`src/rtl/ext_int_claim_arbiter.sv`:
```
// ext_int_claim_arbiter
// Priority external-interrupt arbiter sitting between level IRQ lines and the
// core's machine external interrupt input. Each source has a gateway that
// latches a pending bit. The highest-priority pending source above THRESHOLD is
// offered to the core. A single-outstanding claim/complete handshake sequences
// service.
//
// Bus fields are packed into flat vectors:
//   sys_share = {waddr[31:0], raddr[31:0], wdata[31:0]}
//   sel       = {wen, ren}
// Register offsets are decoded on the full address. Any address other than the
// six word offsets 0x00..0x14 is unmapped.
module ext_int_claim_arbiter #(
   parameter int INT_NUM           = 8,
   parameter int PRIO_W            = 3,
   parameter int CUSTOM_CODE_BEGIN = 16
) (
   input  logic               hb_clk,
   input  logic               rst_sync,
   input  logic [95:0]        sys_share,
   input  logic [1:0]         sel,
   output logic [31:0]        rdata,
   input  logic [INT_NUM-1:0] irq_source,
   output logic [30:0]        custom_int_code,
   output logic               mextern_int
);

   localparam int IDX_W = (INT_NUM > 1) ? $clog2(INT_NUM) : 1;

   localparam logic [2:0] R_ENABLE  = 3'd0;
   localparam logic [2:0] R_PENDING = 3'd1;
   localparam logic [2:0] R_THRESH  = 3'd2;
   localparam logic [2:0] R_CLAIM   = 3'd3;
   localparam logic [2:0] R_PRIO    = 3'd4;
   localparam logic [2:0] R_INSERV  = 3'd5;

   typedef enum logic {S_IDLE = 1'b0, S_CLAIMED = 1'b1} state_t;

   logic [31:0] waddr;
   logic [31:0] raddr;
   logic [31:0] wdata;
   logic        wen;
   logic        ren;

   assign waddr = sys_share[95:64];
   assign raddr = sys_share[63:32];
   assign wdata = sys_share[31:0];
   assign wen   = sel[1];
   assign ren   = sel[0];

   // Word-aligned offset inside the 0x00..0x14 window.
   function automatic logic addr_mapped(input logic [31:0] a);
      return (a[31:5] == 27'd0) && (a[1:0] == 2'b00) && (a[4:2] <= R_INSERV);
   endfunction

   logic wr_enable, wr_thresh, wr_claim, wr_prio, rd_claim;

   assign wr_enable = wen && addr_mapped(waddr) && (waddr[4:2] == R_ENABLE);
   assign wr_thresh = wen && addr_mapped(waddr) && (waddr[4:2] == R_THRESH);
   assign wr_claim  = wen && addr_mapped(waddr) && (waddr[4:2] == R_CLAIM);
   assign wr_prio   = wen && addr_mapped(waddr) && (waddr[4:2] == R_PRIO);
   assign rd_claim  = ren && addr_mapped(raddr) && (raddr[4:2] == R_CLAIM);

   state_t             state_q, state_d;
   logic [INT_NUM-1:0] enable_q, enable_d;
   logic [INT_NUM-1:0] pending_q, pending_d;
   logic [INT_NUM-1:0] in_service_q, in_service_d;
   logic [PRIO_W-1:0]  prio_q [INT_NUM];
   logic [PRIO_W-1:0]  prio_d [INT_NUM];
   logic [PRIO_W-1:0]  threshold_q, threshold_d;
   logic [IDX_W-1:0]   best_idx_q, best_idx_d;
   logic [PRIO_W-1:0]  best_prio_q, best_prio_d;
   logic [IDX_W-1:0]   claimed_idx_q, claimed_idx_d;
   logic [31:0]        rdata_q, rdata_d;
   logic [30:0]        custom_int_code_q, custom_int_code_d;
   logic               mextern_int_q, mextern_int_d;
   logic [31:0]        prio_rd;
   logic               claim_ok, complete_ok;

   // A claim only succeeds from IDLE against the registered winner snapshot.
   // A complete only counts when it names the ID that was handed out.
   assign claim_ok    = rd_claim && (state_q == S_IDLE) && (best_prio_q > threshold_q);
   assign complete_ok = wr_claim && (state_q == S_CLAIMED)
                        && (wdata == (32'(claimed_idx_q) + 32'd1));

   // Arbiter: max priority among pending sources; strict '>' keeps the lowest index on ties.
   always_comb begin
      best_idx_d  = '0;
      best_prio_d = '0;
      for (int i = 0; i < INT_NUM; i++) begin
         if (pending_q[i] && (prio_q[i] > best_prio_d)) begin
            best_idx_d  = IDX_W'(i);
            best_prio_d = prio_q[i];
         end
      end
   end

   // FSM next state: claim enters CLAIMED, matching complete returns to IDLE.
   always_comb begin
      state_d = state_q;
      if (state_q == S_IDLE) begin
         if (claim_ok) state_d = S_CLAIMED;
      end else begin
         if (complete_ok) state_d = S_IDLE;
      end
   end

   // FSM outputs: interrupt request and cause code are held at 0 while a claim is outstanding.
   always_comb begin
      mextern_int_d     = (state_d == S_IDLE) && (best_prio_d > threshold_q);
      custom_int_code_d = '0;
      if (mextern_int_d) custom_int_code_d = 31'(CUSTOM_CODE_BEGIN) + 31'(best_idx_d);
   end

   // Gateways, in-service tracking and programmable registers.
   always_comb begin
      enable_d      = enable_q;
      threshold_d   = threshold_q;
      prio_d        = prio_q;
      pending_d     = pending_q;
      in_service_d  = in_service_q;
      claimed_idx_d = claimed_idx_q;
      if (wr_enable) enable_d = wdata[INT_NUM-1:0];
      if (wr_thresh) threshold_d = wdata[PRIO_W-1:0];
      if (wr_prio) begin
         for (int i = 0; i < INT_NUM; i++) prio_d[i] = wdata[4*i +: PRIO_W];
      end
      for (int i = 0; i < INT_NUM; i++) begin
         if (irq_source[i] && enable_q[i] && !in_service_q[i] && !pending_q[i]) pending_d[i] = 1'b1;
         if (wr_enable && !wdata[i]) pending_d[i] = 1'b0;
      end
      if (claim_ok) begin
         pending_d[best_idx_q]    = 1'b0;
         in_service_d[best_idx_q] = 1'b1;
         claimed_idx_d            = best_idx_q;
      end
      if (complete_ok) in_service_d[claimed_idx_q] = 1'b0;
   end

   // Priority register readback image, one nibble per source.
   always_comb begin
      prio_rd = '0;
      for (int i = 0; i < INT_NUM; i++) prio_rd[4*i +: 4] = 4'(prio_q[i]);
   end

   // Read mux: capture on ren, hold otherwise.
   always_comb begin
      rdata_d = rdata_q;
      if (ren) begin
         rdata_d = 32'd0;
         if (addr_mapped(raddr)) begin
            case (raddr[4:2])
               R_ENABLE:  rdata_d = 32'(enable_q);
               R_PENDING: rdata_d = 32'(pending_q);
               R_THRESH:  rdata_d = 32'(threshold_q);
               R_CLAIM:   rdata_d = claim_ok ? (32'(best_idx_q) + 32'd1) : 32'd0;
               R_PRIO:    rdata_d = prio_rd;
               R_INSERV:  rdata_d = 32'(in_service_q);
               default:   rdata_d = 32'd0;
            endcase
         end
      end
   end

   // FSM state register.
   always_ff @(posedge hb_clk) begin
      if (rst_sync) state_q <= S_IDLE;
      else          state_q <= state_d;
   end

   // Datapath and control registers.
   always_ff @(posedge hb_clk) begin
      if (rst_sync) begin
         enable_q          <= '0;
         pending_q         <= '0;
         in_service_q      <= '0;
         threshold_q       <= '0;
         best_idx_q        <= '0;
         best_prio_q       <= '0;
         claimed_idx_q     <= '0;
         rdata_q           <= '0;
         custom_int_code_q <= '0;
         mextern_int_q     <= 1'b0;
         for (int i = 0; i < INT_NUM; i++) prio_q[i] <= '0;
      end else begin
         enable_q          <= enable_d;
         pending_q         <= pending_d;
         in_service_q      <= in_service_d;
         threshold_q       <= threshold_d;
         best_idx_q        <= best_idx_d;
         best_prio_q       <= best_prio_d;
         claimed_idx_q     <= claimed_idx_d;
         rdata_q           <= rdata_d;
         custom_int_code_q <= custom_int_code_d;
         mextern_int_q     <= mextern_int_d;
         for (int i = 0; i < INT_NUM; i++) prio_q[i] <= prio_d[i];
      end
   end

   assign rdata           = rdata_q;
   assign custom_int_code = custom_int_code_q;
   assign mextern_int     = mextern_int_q;

endmodule
```
`config.mk`:
```
export PLATFORM = sky130hd
export DESIGN_NAME = ext_int_claim_arbiter
export DESIGN_NICKNAME = d
export VERILOG_FILES = /design/src/rtl/ext_int_claim_arbiter.sv
export SDC_FILE = /design/constraint.sdc
export NUM_CORES = 1
export LEC_CHECK = 0
export BUFFER_PORTS_ARGS = -buffer_cell sky130_fd_sc_hd__buf_4
export CAP_MARGIN = 10
export CORE_ASPECT_RATIO = 1.2
export CORE_UTILIZATION = 25
export CTS_CLUSTER_SIZE = 12
export DETAILED_ROUTE_END_ITERATION = 8
export HOLD_SLACK_MARGIN = 0.12
export SLEW_MARGIN = 15
export SYNTH_ARGS = -nofsm -noshare
export SYNTH_HDL_FRONTEND = slang
export SYNTH_SLANG_ARGS = --single-unit
```
`constraint.sdc`:
```
create_clock -name hb_clk -period 12.9 [get_ports hb_clk]
set_clock_uncertainty 0.1 [all_clocks]
set_input_delay 1.29 -clock hb_clk [delete_from_list [all_inputs] [get_ports hb_clk]]
set_output_delay 1.29 -clock hb_clk [all_outputs]
set_load 0.005 [all_outputs]
```
# Yosys cells after proc, flatten, opt, wreduce, memory -nomap -nowiden
# Cells that the tools add are included.
# W data, S select, Z words.
dict set report totals {
  regBits 125
  latch_bits 0
  mem_bits_rw 0
  rom_bits 0
  input_bits 108
  out_inout_bits 64
  elab_cells 188
  n_memories 0
}
dict set report classes {
  add_sub_neg 3
  mul 0
  div 0
  order_cmp 16
  n_eq_ne 9
  shift 0
  n_mux 44
  bitwise 8
  n_reduce_logical 89
}
# operator n
set ops {}
lappend ops {{$pmux W31 S6} 1}
lappend ops {{$logic_and A1 B1 Y1} 58}
lappend ops {{$logic_not A27 Y1} 2}
lappend ops {{$mux W3} 14}
lappend ops {{$eq A32 B4 Y1} 1}
lappend ops {{$mux W31} 1}
lappend ops {{$gt A3 B3 Y1} 9}
lappend ops {{$logic_not A1 Y1} 24}
lappend ops {{$mux W8} 3}
lappend ops {{$mux W1} 22}
lappend ops {{$and A8 B8 Y8} 2}
lappend ops {{$not A8 Y8} 2}
lappend ops {{$eq A3 B2 Y1 const B} 4}
lappend ops {{$eq A3 B3 Y1 const B} 3}
lappend ops {{$add A3 B1 Y4 const B} 2}
lappend ops {{$lt A3 B4 Y1 const B} 2}
lappend ops {{$or A8 B8 Y8} 1}
lappend ops {{$add A5 B3 Y6 const A} 1}
lappend ops {{$demux W1 S3} 2}
lappend ops {{$ge A3 B1 Y1 const B} 2}
lappend ops {{$le A3 B3 Y1 const B} 2}
lappend ops {{$logic_not A3 Y1} 2}
lappend ops {{$logic_not A2 Y1} 2}
lappend ops {{$mux W4} 1}
lappend ops {{4 further kinds} 6}

# Depth between registers and ports, before layout
# Gate-level depths: netlist of the first run.
dict set report logic_depth {
  word_depth 28
  mapped_depth 58
  depth_no_buf 57
}

# Worst setup path after synthesis of the first run
# OpenSTA, ideal clock, no wires.
dict set report synth_timing {
  path_kind {reg-to-reg}
  from {reg pending_q[0]}
  to {reg custom_int_code_q[2], in the netlist custom_int_code[2]}
  setup_ps 130
  arrival_ps 10296
  required_time_ps 12670
  path_slack_ps 2374
  path_stages_with_launch 57
  n_path_buf 1
  synth_period_minus_slack_ps 10526
  path_cell_list {dfxtp_1 nand2_1 ha_1 or2_2 o2111a_1 buf_6 mux2i_1 inv_1 ha_1 nor2_1 nor2_1 mux2i_1 a221o_2 a21oi_1 nor2_1 ha_1 nor2_1 o221ai_1 [... 21 more ...] o21bai_1 a32o_1 or3_1 a2111o_1 a22oi_1 ha_1 nor2b_1 o21ai_0 or2b_2 and3_2 a221oi_2 nor2_1 ha_1 nor2b_1 o21ai_0 nand2b_1 and3_1 nor2b_1}
}
dict set report synth_between {
  elab_chain_cells 27
  word_cells_on_any_way 35
  classes_between {add/sub: 1; order compare: 8; mux: 15; bitwise: 1; reduce/logical: 10}
}
# element line_no
set synth_lines {}
lappend synth_lines {{start: declaration} 66} ;# logic [INT_NUM-1:0] pending_q, pending_d;
lappend synth_lines {{start signal: assignment} 187} ;# pending_q <= pending_d;
lappend synth_lines {{$logic_and A1 B1 Y1 (*)} 91} ;# if (pending_q[i] && (prio_q[i] > best_prio_d)) begin
lappend synth_lines {{$mux W3 (*)} 91}
lappend synth_lines {{$gt A3 B3 Y1} 91}
lappend synth_lines {{$logic_and A1 B1 Y1} 91}
lappend synth_lines {{$mux W3 (*)} 91}
lappend synth_lines {{$gt A3 B3 Y1} 91}
lappend synth_lines {{$logic_and A1 B1 Y1} 91}
lappend synth_lines {{$mux W3 (*)} 91}
lappend synth_lines {{[... 12 more ...]} --}
lappend synth_lines {{$gt A3 B3 Y1} 91}
lappend synth_lines {{$logic_and A1 B1 Y1} 91}
lappend synth_lines {{$mux W3 (*)} 91}
lappend synth_lines {{via best_prio_d[1]} 72} ;# logic [PRIO_W-1:0] best_prio_q, best_prio_d;
lappend synth_lines {{$gt A3 B3 Y1 (*)} 110} ;# mextern_int_d = (state_d == S_IDLE) && (best_prio_d > threshold_q);
lappend synth_lines {{$logic_and A1 B1 Y1 (*)} 110}
lappend synth_lines {{$not A1 Y1 (no line) (*)} --}
lappend synth_lines {{$reduce_or A2 Y1 (no line) (*)} --}
lappend synth_lines {{end signal: assignment} 194} ;# custom_int_code_q <= custom_int_code_d;
lappend synth_lines {{end: declaration} 75} ;# logic [30:0] custom_int_code_q, custom_int_code_d;
# The timed path passes the listed nets; every way through them passes the cells marked *.
# A chain may end at the register's enable or synchronous reset.

# Worst setup path in the final report of the first run
# Ends and elaborated chain as after synthesis.

==> run metrics, run 1 <==
Max Freq=0.0853 GHz; CP endpoint=custom_int_code[2]; Vias/cell=4.89; multiplexer share of the synthesized area=9.48%; Worst setup SP type=flop; vias in the first global route=5113; later-pin clock latency in the skew report=360 ps; All-Layer GR Usage=14.8%; postcts setup bufs=0; RSZ-0062 raised after global routing=no; Final Slew Violations=0; Cells after Synth=681; DR iter-0 viols=365; Rel. slew slack=35.9%; CTS tree=built; Worst-path clk slew=80 ps; DR WL/cell=15.8 um; TNS Setup=0 ps; largest family of logic cells by synthesized area=simple AND/OR/NAND/NOR gates; Die Footprint=23100 um^2; first-pass GRT wire length=26900 um; global route overflow=0; worst reg2reg endpoint=custom_int_code[2]; failing checks=DRC; fraction of synthesized cell area in xor and xnor cells=1.09%; die height=166 um; pin count of the biggest net entering global routing=90; Crit Path Max Fanout=10; Final ANT Viol Nets=0; Synth Area in Adders=4.58%; Cell Area, Synth=5620 um^2; ys async rst share=0%; Hold WC Path Type=reg2reg; Crit path max-delay family=compound AO/OA/AOI/OAI gates; R2R Setup Slk=1170 ps; area delta synth->final=24.7%; Post-synth top flop=dfxtp_1; Tightest Pin Transition=962 ps; simple-gate area share of the yosys netlist=25.1%; Yosys warnings=0; FF-to-FF path depth=55; Synth Area in Compound Gates=17.6%; die width=139 um; crit-path max cell delay=500 ps; FP Rows=59; Leakage=2.97 nW; placed cell count=1059; final count of hold timing violations=0; DRC viols=6; crit path DAT=11850 ps; CP max-delay cell=o2111a_1; outcome=complete, but fails checks; Period minus WS final=11730 ps; Detailed Routing Iterations Pass 1=9; Post-synth EDFFs=0; final worst path period share=90.9%; effective utilization at floorplan=25.7%; Final Setup Violations=0; CTS H-tree lvls=3; worst r2r src=pending_q[0]; power density cells=85.7 nW/um^2; fin cells=1075; type of the worst setup path=reg2reg; Detailed Place HPWL=13200 um; CP Depth=55; crit path from=pending_q[0]; core area=21900 um^2; Max IR drop VDD=0.0000579 V; CP endpoint kind=flop; Post-Syn Area per Cell=8.26 um^2; Critical Path RT=13020 ps; initial antenna violation count=0; Buf+Inv Stages, Crit Path=2; # IOs=172; CTS Buffer Depth=2; post-CTS sizing=0; nets=923; #FFs+latches synth=92; WL final=17000 um; Hold Slack=389 ps; share of cells above drive strength 1=23.3%; CTS hold repair buffers=0; RePlAce Congestion=0.863; antenna fix cells=0; CTS Buf Count=9; Cell variety after synth=79; Root Buffer=clkbuf_16; clk sinks=92; I/O Buffers=138; Max-Cap Viols=0; vias=5259; sequential area share after synthesis=32.8%
-- cell families after synthesis --
family	Yosys count
compound gates	135
xor+xnor	7
fa+ha+maj	21
buf+inv	93
flops	92
mux	49
other cells	1
simple gates	283
-- final cells by class --
type | count | area [um^2]
inverters | 26 | 97.6
repair buffers | 139 | 1040
clock inverters | 6 | 65.1
clock buffers | 10 | 239
fillers | 2348 | 14800
multi-input cells | 528 | 3380
flip-flops and latches | 92 | 1840
well taps | 274 | 343
-- synth_stat cells, drive strengths merged, types with 10 or more instances --
library cell	n	share of area, %
a21oi	48	4.5
a31oi	13	1.6
and2	10	1.1
buf	38	4.9
clkbuf	28	2.4
dfxtp	92	33
ha	19	4.2
inv	26	1.7
mux2i	42	7.5
nand2	31	2.1
nand3	11	0.98
nand4	10	1.1
nor2	115	7.7
nor2b	38	4.3
nor4	27	3.0
o21ai	10	0.96
-- tightest hold or removal path, cell delays in order (launching register included) --
cell      delay, ps
dfxtp_1         320
nand2b_1         60
a21oi_1          60
-- placed cells by master (no fill, tap or decap), drive strengths merged, types with 8 or more instances in the layout --
master,count
nand2b,8
nor4,27
a211oi,9
clkbuf,10
a21oi,48
buf,139
inv,30
o21ai,10
nor2b,38
nor3,9
nand2,31
and2,10
ha,19
nand4,10
nand3,11
dfxtp,92
conb,33
nor2,115
mux2i,42
a31oi,13
-- per-stage QoR --
| step | instance area, um^2 | setup slack, ps | util, % | power (mW) |
|---|---|---|---|---|
| detailed placement | 6710 | 1250 | 30.7 | 0.335 |
| floorplan | 5740 | 2370 | - | 0.310 |
| global route | 7010 | 134 | 32.1 | 0.622 |
| global placement | 6710 | 1520 | 30.7 | 0.335 |
| CTS | 7010 | 1200 | 32.1 | 0.608 |
| finish | 7010 | 1170 | 32.1 | 0.601 |
-- registers in the layout, summed over array words and instances (netlist names) --
register         flops
rdata               26
prio_q              24
enable_q             8
in_service_q         8
pending_q            8
custom_int_code      4
best_idx_q           3
best_prio_q          3
claimed_idx_q        3
threshold_q          3
mextern_int          1
state_q              1
-- power breakdown --
part / switching, mW / leakage (nW) / internal (mW)
registers: 0.0000000000261 / 0.741 / 0.284
clock network: 0.131 / 0.150 / 0.142
logic: 0.0209 / 2.08 / 0.0232
-- worst min-delay path by stage --
stage | endpoint | start | slack, ps | depth (start not counted)
global placement | rdata[3] | rdata[3] | 360 | 2
global route | rdata[3] | rdata[3] | 410 | 2
CTS | rdata[3] | rdata[3] | 390 | 2
detailed placement | rdata[3] | rdata[3] | 380 | 2
floorplan | rdata[3] | rdata[3] | 370 | 2
finish | rdata[3] | rdata[3] | 390 | 2
-- metal layers --
layer,vias to the layer above,routed length (um),track usage [%]
met3,34,943,2.48
met4,0,477,6.47
met1,2420,7380,18.3
li1,2611,-,-
met5,-,0,0
met2,194,8190,25.3
No activity file was read; power rests on OpenSTA's default activity.
==> inputs of run 2 (changes only) <==
--- a/config.mk
+++ b/config.mk
@@ -13,5 +13,6 @@
 export DETAILED_ROUTE_END_ITERATION = 8
 export HOLD_SLACK_MARGIN = 0.12
-export SLEW_MARGIN = 15
+export MAX_ROUTING_LAYER = met4
+export SLEW_MARGIN = 20
 export SYNTH_ARGS = -nofsm -noshare
 export SYNTH_HDL_FRONTEND = slang
==> constraint.sdc (replaced) <==
create_clock -name hb_clk -period 12.9 [get_ports hb_clk]
set_clock_uncertainty 0.1 [all_clocks]
set_input_delay 1.935 -clock hb_clk [delete_from_list [all_inputs] [get_ports hb_clk]]
set_output_delay 1.935 -clock hb_clk [all_outputs]
set_load 0.005 [all_outputs]
==> run 2 against run 1 <==
Against the previous run: the run still ends with DRC left; clock power about the same; worst setup slack better by 6.4 ps; sequential power barely moved; combinational power barely moved; fmax is essentially flat; register-to-register slack about the same; first-iteration DRC count fell by 11%; final area did not move; largest cell class unchanged; largest power group unchanged; highest routed layer unchanged.
==> run metrics, run 2 (synthesis results as in run 1) <==
outcome=complete, but fails checks; failing checks=DRC; Hold WC Path Type=reg2reg; global route overflow=0 (unchanged); Gate power share=7.4% (about the same); share of cells above drive strength 1=23.3% (unchanged); Rel. slew slack=35.4% (-0.47 points); Die Footprint=23100 um^2 (unchanged); power density cells=85.7 nW/um^2 (about the same); Max-Cap Viols=0 (unchanged); cell internal pwr=0.449 mW (about the same); Clk network pwr share=45.4% (about the same); Tightest Pin Transition=969 ps (+7.07 ps); Detailed Routing Iterations Pass 1=9 (unchanged); postcts setup bufs=0 (unchanged); initial antenna violation count=0 (unchanged); CTS tree=built; DR WL/cell=15.8 um (about the same); placed cell count=1059 (unchanged); Final Slew Violations=0 (unchanged); die height=166 um (unchanged); Sw Share=25.2% (-0.050 points); Crit Path Max Fanout=10 (unchanged); antenna fix cells=0 (unchanged); R2R Setup Slk=1180 ps (about the same); most frequent cells in the layout=buf_4 (139), nor2_1 (115), dfxtp_1 (92); CP max-delay cell=o2111a_1; DR iter-0 viols=325 (-11%); type of the worst setup path=reg2reg; # IOs=172 (unchanged); die width=139 um (unchanged); Max Freq=0.0853 GHz (about the same); post-CTS sizing=0 (unchanged); Worst setup SP type=flop; I/O Buffers=138 (unchanged); fin cells=1075 (unchanged); CTS Buffer Depth=2 (unchanged); vias=5293 (+0.65%); crit-path max cell delay=500 ps (about the same); switching power=0.151 mW (-0.27%); pin count of the biggest net entering global routing=90 (unchanged); CTS Buf Count=9 (unchanged); Vias/cell=4.92 (+0.65%); clk sinks=92 (unchanged); nets=923 (unchanged); CTS H-tree lvls=3 (unchanged); area delta synth->final=24.7% (unchanged); later-pin clock latency in the skew report=360 ps (about the same); All-Layer GR Usage=15.3% (+0.42 points); Leakage=2.97 nW (unchanged); CTS hold repair buffers=0 (unchanged); CP endpoint kind=flop; vias in the first global route=5119 (+0.12%); core area=21900 um^2 (unchanged); Period minus WS final=11720 ps (-6.40 ps); Buf+Inv Stages, Crit Path=2 (unchanged); Critical Path RT=13020 ps (about the same); Crit path max-delay family=compound AO/OA/AOI/OAI gates; Worst-path clk slew=80 ps (about the same); final worst path period share=90.9% (about the same); Root Buffer=clkbuf_16; effective utilization at floorplan=25.7% (unchanged); TNS Setup=0 ps (unchanged); WL final=17000 um (about the same); RSZ-0062 raised after global routing=no; DRC viols=6 (unchanged); RePlAce Congestion=0.877 (+1.6%); Largest register FFs=26 (unchanged); Final Setup Violations=0 (unchanged); Final ANT Viol Nets=0 (unchanged); FP Rows=59 (unchanged); Reg power frac=47.2% (about the same); first-pass GRT wire length=26800 um (-0.15%); most common cell after layout, fill and taps aside=buf_4; Final Total Pwr=0.601 mW (about the same); Max IR drop VDD=0.0000579 V (about the same); crit path DAT=11840 ps (about the same); Detailed Place HPWL=13200 um (unchanged); final count of hold timing violations=0 (unchanged)
==> run 2: final timing paths <==
| kind | endpoint | cells past startpoint | startpoint |
|---|---|---|---|
| min reg2reg | rdata[3] | 2 | rdata[3] |
| max reg2reg | custom_int_code[2] | 55 | pending_q[0] |
| max | custom_int_code[2] | 55 | pending_q[0] |
| min | rdata[3] | 2 | rdata[3] |
==> run 2: layout make-up <==
cell class	instances	area, um^2
Multi-Input combinational cell	528	3380
Fill cell	2348	14800
Clock buffer	10	239
Inverter	26	97.6
Tap cell	274	343
Timing Repair Buffer	139	1040
Sequential cell	92	1840
Clock inverter	6	65.1
==> run 2: stage by stage <==
step                      utilization (%)  area [um^2]  hold slack, ps  setup WS [ps]
final                                32.1         7010             389           1180
after global placement               30.7         6710             363           1520
after CTS                            32.1         7010             387           1200
after floorplan                         -         5740             367           2370
after global routing                 32.1         7010             409            135
after detailed placement             30.7         6710             375           1250
==> run 2: power groups by stage <==
stage               Combinational (mW)  Sequential (mW)  Clock, mW
floorplan                       0.0197            0.290          0
global placement                0.0446            0.290          0
global route                    0.0480            0.284      0.290
CTS                             0.0446            0.284      0.279
detailed placement              0.0446            0.290          0
finish                          0.0442            0.284      0.273
==> run 2: worst reg2reg max path, delay by kind of cell, from the launching register on <==
kind            cells  cell delay [ps]
fa+ha+maj           9             2490
buf+inv             2              170
flops               1              390
mux                 3              620
compound gates     18             4210
simple gates       23             3600
==> run 2: per-layer routing <==
| metal | up-vias | share of wire [%] | track usage (%) |
|---|---|---|---|
| met1 | 2447 | 43 | 18.3 |
| li1 | 2615 | - | - |
| met4 | 0 | 2.7 | 6.47 |
| met5 | - | 0 | - |
| met2 | 195 | 48 | 25.3 |
| met3 | 36 | 6.0 | 2.36 |
